### src/rtl/serial_pkg.sv
// Shared types and constants for the serial transmit path.
package serial_pkg;

  localparam int unsigned SERIAL_WORD_W = 32;

  // Drain controller states for serial_tx_queue.
  typedef enum logic [1:0] {
    StIdle,
    StIssue,
    StWaitBusy,
    StWaitDone
  } tx_queue_state_t;

endpackage

### src/rtl/sync_fifo_mem.sv
// Register-array storage for a word FIFO: one write port, one combinational read port.
// The data array carries no reset; validity is tracked by the owner's pointers.
module sync_fifo_mem #(
  parameter int unsigned WIDTH = 32,
  parameter int unsigned DEPTH = 16
) (
  input  logic                     clk,
  input  logic                     wr_en,
  input  logic [$clog2(DEPTH)-1:0] wr_addr,
  input  logic [WIDTH-1:0]         wr_data,
  input  logic [$clog2(DEPTH)-1:0] rd_addr,
  output logic [WIDTH-1:0]         rd_data
);

  logic [WIDTH-1:0] mem_q [DEPTH];

  // Write port: store the word at the write address.
  always_ff @(posedge clk) begin
    if (wr_en) begin
      mem_q[wr_addr] <= wr_data;
    end
  end

  assign rd_data = mem_q[rd_addr];

endmodule

### src/rtl/serial_tx_queue.sv
// Word FIFO plus drain controller feeding the serial_tx trigger/ready handshake.
// Optional feature: define SERIAL_TX_QUEUE_DROP_COUNT_EN to add a saturating
// drop_count_out port counting pushes discarded while the queue is full.
module serial_tx_queue
  import serial_pkg::*;
#(
  parameter int unsigned WIDTH = SERIAL_WORD_W,
  parameter int unsigned DEPTH = 16
) (
  input  logic                     clk,
  input  logic                     rst_in,
  input  logic                     push_in,
  input  logic [WIDTH-1:0]         data_in,
  input  logic                     flush_in,
  output logic                     full_out,
  output logic [$clog2(DEPTH):0]   count_out,
  output logic                     busy_out,
  input  logic                     tx_ready_in,
  output logic                     tx_trigger_out,
  output logic [WIDTH-1:0]         tx_data_out
`ifdef SERIAL_TX_QUEUE_DROP_COUNT_EN
  ,
  output logic [15:0]              drop_count_out
`endif
);

  localparam int unsigned AW = $clog2(DEPTH);
  localparam int unsigned CW = AW + 1;

  tx_queue_state_t state_q, state_d;
  logic [AW-1:0]    wr_ptr_q, wr_ptr_d;
  logic [AW-1:0]    rd_ptr_q, rd_ptr_d;
  logic [CW-1:0]    count_q, count_d;
  logic [WIDTH-1:0] tx_data_q;
  logic [WIDTH-1:0] rd_data;
  logic             full;
  logic             pop;
  logic             push_ok;

  assign full = (count_q == CW'(DEPTH));
  // A pop only happens when leaving IDLE; flush blocks it so nothing is issued mid-clear.
  assign pop = (state_q == StIdle) && (count_q != '0) && tx_ready_in && !flush_in;
  // A pop frees a slot in the same cycle, so a full queue can still accept.
  assign push_ok = push_in && (!full || pop) && !flush_in;

  sync_fifo_mem #(
    .WIDTH(WIDTH),
    .DEPTH(DEPTH)
  ) u_mem (
    .clk    (clk),
    .wr_en  (push_ok),
    .wr_addr(wr_ptr_q),
    .wr_data(data_in),
    .rd_addr(rd_ptr_q),
    .rd_data(rd_data)
  );

  // Next pointer and occupancy values; flush clears queued words only.
  always_comb begin
    wr_ptr_d = wr_ptr_q;
    rd_ptr_d = rd_ptr_q;
    count_d  = count_q;
    if (flush_in) begin
      wr_ptr_d = '0;
      rd_ptr_d = '0;
      count_d  = '0;
    end else begin
      if (push_ok) wr_ptr_d = wr_ptr_q + AW'(1);
      if (pop)     rd_ptr_d = rd_ptr_q + AW'(1);
      unique case ({push_ok, pop})
        2'b10:   count_d = count_q + CW'(1);
        2'b01:   count_d = count_q - CW'(1);
        default: count_d = count_q;
      endcase
    end
  end

  // Pointer and occupancy registers.
  always_ff @(posedge clk or negedge rst_in) begin
    if (!rst_in) begin
      wr_ptr_q <= '0;
      rd_ptr_q <= '0;
      count_q  <= '0;
    end else begin
      wr_ptr_q <= wr_ptr_d;
      rd_ptr_q <= rd_ptr_d;
      count_q  <= count_d;
    end
  end

  // Drain controller next state: issue one trigger, then track ready low then high.
  always_comb begin
    state_d = state_q;
    unique case (state_q)
      StIdle:     if (pop) state_d = StIssue;
      StIssue:    state_d = StWaitBusy;
      StWaitBusy: if (!tx_ready_in) state_d = StWaitDone;
      StWaitDone: if (tx_ready_in) state_d = StIdle;
      default:    state_d = StIdle;
    endcase
  end

  // Drain controller state register.
  always_ff @(posedge clk or negedge rst_in) begin
    if (!rst_in) begin
      state_q <= StIdle;
    end else begin
      state_q <= state_d;
    end
  end

  // Outgoing word is captured at the pop and held until the next pop.
  always_ff @(posedge clk or negedge rst_in) begin
    if (!rst_in) begin
      tx_data_q <= '0;
    end else if (pop) begin
      tx_data_q <= rd_data;
    end
  end

  assign tx_trigger_out = (state_q == StIssue);
  assign busy_out       = (state_q != StIdle);
  assign full_out       = full;
  assign count_out      = count_q;
  assign tx_data_out    = tx_data_q;

`ifdef SERIAL_TX_QUEUE_DROP_COUNT_EN
  logic        drop;
  logic [15:0] drop_q;

  assign drop = push_in && full && !pop;

  // Saturating count of discarded pushes; survives flush, cleared only by reset.
  always_ff @(posedge clk or negedge rst_in) begin
    if (!rst_in) begin
      drop_q <= '0;
    end else if (drop && (drop_q != 16'hFFFF)) begin
      drop_q <= drop_q + 16'd1;
    end
  end

  assign drop_count_out = drop_q;
`endif

endmodule
### config.mk
export PLATFORM = sky130hd
export DESIGN_NAME = serial_tx_queue
export DESIGN_NICKNAME = d
export VERILOG_FILES = /design/src/rtl/serial_pkg.sv /design/src/rtl/sync_fifo_mem.sv /design/src/rtl/serial_tx_queue.sv
export SDC_FILE = /design/constraint.sdc
export NUM_CORES = 1
export LEC_CHECK = 0
export BUFFER_PORTS_ARGS = -buffer_cell sky130_fd_sc_hd__buf_2
export CORE_ASPECT_RATIO = 1.25
export CORE_MARGIN = 2
export CORE_UTILIZATION = 54
export CTS_BUF_LIST = sky130_fd_sc_hd__clkbuf_8 sky130_fd_sc_hd__clkbuf_16
export DETAILED_ROUTE_END_ITERATION = 12
export MAX_ROUTING_LAYER = met4
export PLACE_DENSITY = 0.71
export SLEW_MARGIN = 20
export SYNTH_ARGS = -nofsm -noshare
export SYNTH_HDL_FRONTEND = slang
export SYNTH_SLANG_ARGS = --single-unit
### constraint.sdc
create_clock -name clk -period 7.5 [get_ports clk]
set_input_delay 0 -clock clk [delete_from_list [all_inputs] [get_ports clk]]
set_output_delay 0 -clock clk [all_outputs]
set_load 0.005 [all_outputs]
==> Flow_metrics.wiki <==
{| class="wikitable"
! Metric !! Value
|-
| Wirelength, routed || 45.3 mm
|-
| Number of enable-type register cells in the synthesized netlist || 512
|-
| Cell count after placement || 1525
|-
| Hold/Removal Path Class || primary input to asynchronous set/reset pin
|-
| Sequential Power Share || 0.533
|-
| Final worst clock skew || 17.2 ps
|-
| Vias in the first global route || 10.6k
|-
| R2r setup slk || 4250 ps
|-
| Chip height || 227 um
|-
| Number of standard cells after synthesis || 980
|-
| HPWL after detailed placement || 22.2 mm
|-
| Worst setup path start || state_q[0]$_DFFE_PN0P_
|-
| Worst hold margin || 162 ps
|-
| DRC Markers || 0
|-
| Final Max Tran Viols || 0
|-
| CP startpoint kind || flop
|-
| Endpoint of the most critical setup path || u_mem.mem_q[5][14]$_DFFE_PP_
|-
| Leading cell type in the layout, fill and taps excluded || sky130_fd_sc_hd__edfxtp_1
|-
| Clock Path Buffers || 3
|-
| Synth Cell Area || 21500 sq um
|-
| Number of cells on the worst reg-to-reg path || 7
|-
| Post-synthesis average cell area || 21.9 sq um
|-
| Reported leakage power || 7.91 nW
|-
| Slew HR || 0.238
|-
| Violation count after the first detailed-route iteration || 974
|-
| Non-filler instance count after layout || 1657
|-
| Syn_nets || 1031
|-
| Setup WS pre-CTS || 4200 ps
|-
| Final cycle utilization of the critical path || 0.433
|-
| Placeable Area || 39200 sq um
|-
| Master cell of the clock root buffer || sky130_fd_sc_hd__clkbuf_16
|-
| Reg-to-reg startpoint || state_q[0]$_DFFE_PN0P_
|-
| First-pass iteration count of the detailed router || 5
|-
| Worst-path maximum fanout || 19
|-
| Initial standard-cell utilization of the core || 0.548
|-
| Post-synthesis async set-or-reset flop share || 0.0841
|-
| Horizontal die dimension || 182 um
|-
| Type of destination of the critical path || flop
|-
| Clock tree from TritonCTS || done
|-
| Sequential-to-total area share from yosys stat || 0.770
|-
| Flip-flop and latch count after synthesis || 559
|-
| Area delta synth->final || 14.2%
|-
| Total vias in the final route || 10.2k
|-
| Post-CTS clock slew at the launch and capture registers of the worst setup and hold paths || 60 ps
|-
| Number of maximum-capacitance constraint violations || 0
|-
| Maximum resistive drop on vdd || 0.000237 V
|-
| Commonest cells after routing, fill and taps aside || sky130_fd_sc_hd__edfxtp_1, sky130_fd_sc_hd__mux4_2, sky130_fd_sc_hd__buf_2
|-
| Kind of critical path || flop to flop
|-
| Fraction of power consumed by combinational cells || 0.100
|-
| Largest net degree at the start of global routing || 67
|-
| Inserted Clock Buffers || 52
|-
| Number of nets still failing antenna checks after routing || 0
|-
| Setup TNS || 0 ps
|-
| RSZ-0062 raised after global routing || false
|-
| Quantity of gates resized following cts || 0
|-
| Die Footprint || 41400 sq um
|-
| Least-Margin Pin Slew || 1140 ps
|-
| Upper clock frequency limit || 308 MHz
|-
| Total number of yosys warnings || 0
|-
| Number of antenna violations at the first check in global routing || 1
|-
| Number of clock sinks seen by CTS || 559
|-
| Fraction of final layout cells sized beyond drive strength 1 || 0.287
|-
| I/O pin total || 77
|-
| Standard-cell rows || 81
|-
| Required time at the endpoint of the critical path || 7730 ps
|-
| Final weighted congestion of routability-driven global placement || 0.745
|-
| Total GRT Usage || 0.232
|-
| Clock latency on the worst-skew pair || 570 ps
|-
| Via density per instance || 6.16
|-
| Post-detailed-route wirelength per cell || 27.3 um
|-
| Final setup violation count || 0
|-
| Signal arrival time at the worst endpoint || 3480 ps
|-
| Net count of the finished layout || 1168
|-
| Reg-to-reg endpoint || u_mem.mem_q[5][14]$_DFFE_PP_
|-
| Final count of hold timing violations || 0
|-
| Power, Total || 6.88 mW
|-
| Sw Ratio || 0.232
|-
| Clk network pwr share || 0.367
|-
| Number of distinct standard cells referenced by the synthesized netlist || 34
|-
| Global-route wire length before repair || 67.2 mm
|-
| Final worst path period need || 3250 ps
|-
| Number of input and output port buffers inserted || 76
|-
| Most common flop cell mapped by yosys || sky130_fd_sc_hd__edfxtp_1
|-
| Final critical-path setup slack || 4250 ps
|-
| Power per cell area || 280 nW/um^2
|-
| Cell internal pwr || 5.29 mW
|-
| Layout filler cell count || 2620
|-
| H-tree levels || 2
|-
| Power dissipated by switching net loads || 1.60 mW
|-
| Overflow left after global routing || 0
|-
| Result of the run || finished clean
|}
-- cell families (layout without fill, tap and decap cells) --
group	Yosys count	after routing	synth area share
compound gates	43	43	0.0177
xor+xnor	8	8	0.00326
fa+ha+maj	14	14	0.00850
buf+inv	62	240	0.0143
flops	559	559	0.770
mux	199	199	0.167
other cells	0	1	0
simple gates	95	95	0.0192
-- final cells by class --
cell class | count | area (sq um) | share of cell area
Inverter | 11 | 41.3 | 0.00168
Clock inverter | 41 | 298 | 0.0121
Tap cell | 498 | 623 | 0.0254
Antenna cell | 1 | 2.50 | 0.000102
Timing Repair Buffer | 134 | 910 | 0.0371
Multi-Input combinational cell | 359 | 4770 | 0.194
Sequential cell | 559 | 16600 | 0.675
Clock buffer | 54 | 1340 | 0.0546
-- cells in the mapped netlist (3+ instances only) --
cell,n,area (sq um)
sky130_fd_sc_hd__mux2_1,5,56.3
sky130_fd_sc_hd__ha_1,13,163
sky130_fd_sc_hd__nand2_1,43,161
sky130_fd_sc_hd__buf_4,13,97.6
sky130_fd_sc_hd__mux2i_1,66,661
sky130_fd_sc_hd__a21oi_1,4,20.0
sky130_fd_sc_hd__xnor2_1,3,26.3
sky130_fd_sc_hd__or3_1,5,31.3
sky130_fd_sc_hd__dfrtp_1,47,1180
sky130_fd_sc_hd__o221ai_1,32,280
sky130_fd_sc_hd__buf_2,20,100
sky130_fd_sc_hd__buf_1,4,15.0
sky130_fd_sc_hd__clkbuf_1,14,52.6
sky130_fd_sc_hd__mux4_2,128,2880
sky130_fd_sc_hd__xor2_1,5,43.8
sky130_fd_sc_hd__nor2_1,34,128
sky130_fd_sc_hd__inv_1,11,41.3
sky130_fd_sc_hd__edfxtp_1,512,15400
-- power by group through the flow --
stage	Clock, mW	Sequential (mW)	Combinational, mW
final	2.53	3.67	0.685
after global routing	2.68	3.69	0.762
after CTS	2.57	3.67	0.696
after detailed placement	0	3.74	0.680
after global placement	0	3.73	0.659
after floorplan	0	3.68	0.424
-- worst max-delay path, stage by stage (launching register included) --
cell and delay [ps]:
sky130_fd_sc_hd__dfrtp_1 400, sky130_fd_sc_hd__inv_1 130, sky130_fd_sc_hd__ha_1 240, sky130_fd_sc_hd__nand3b_1 180, sky130_fd_sc_hd__a31oi_2 490, sky130_fd_sc_hd__nand2_1 360, sky130_fd_sc_hd__nor2_4 610, sky130_fd_sc_hd__buf_4 470
-- flip-flops by register name (all words and copies together) (netlist names) --
name and flops:
count_out 5, state_q 2, tx_data_out 32, wr_ptr_q 4
rd_ptr_q 4, u_mem.mem_q 512
-- what timing repair did --
item,4_1_cts,5_1_grt
hold endpoints to repair,574,0
hold buffers,36,0
buffers inserted,0,0
-- metal layers --
metal,part of all wire,GRT usage,wire (um),vias to the layer above
met4,0.019,0.0593,879,0
met3,0.062,0.0336,2820,68
met5,0,-,0,-
met1,0.41,0.310,18500,5431
li1,-,-,-,4333
met2,0.51,0.382,23100,382
-- per-stage QoR --
step | cell area (sq um) | util
floorplan | 21500 | -
global placement | 22500 | 0.575
detailed placement | 22500 | 0.575
CTS | 24500 | 0.626
global route | 24500 | 0.626
finish | 24500 | 0.626
-- how the worst min path moves through the flow --
stage	endpoint	slack, ps	cells past startpoint
finish	tx_data_out[26]$_DFFE_PN0P_	160	3
global route	tx_data_out[26]$_DFFE_PN0P_	210	3
CTS	tx_data_out[28]$_DFFE_PN0P_	180	3
detailed placement	tx_data_out[2]$_DFFE_PN0P_	240	2
global placement	tx_data_out[1]$_DFFE_PN0P_	240	2
floorplan	count_out[0]$_DFFE_PN0P_	-300	0
Note: power is estimated with default switching activity, not from simulation.
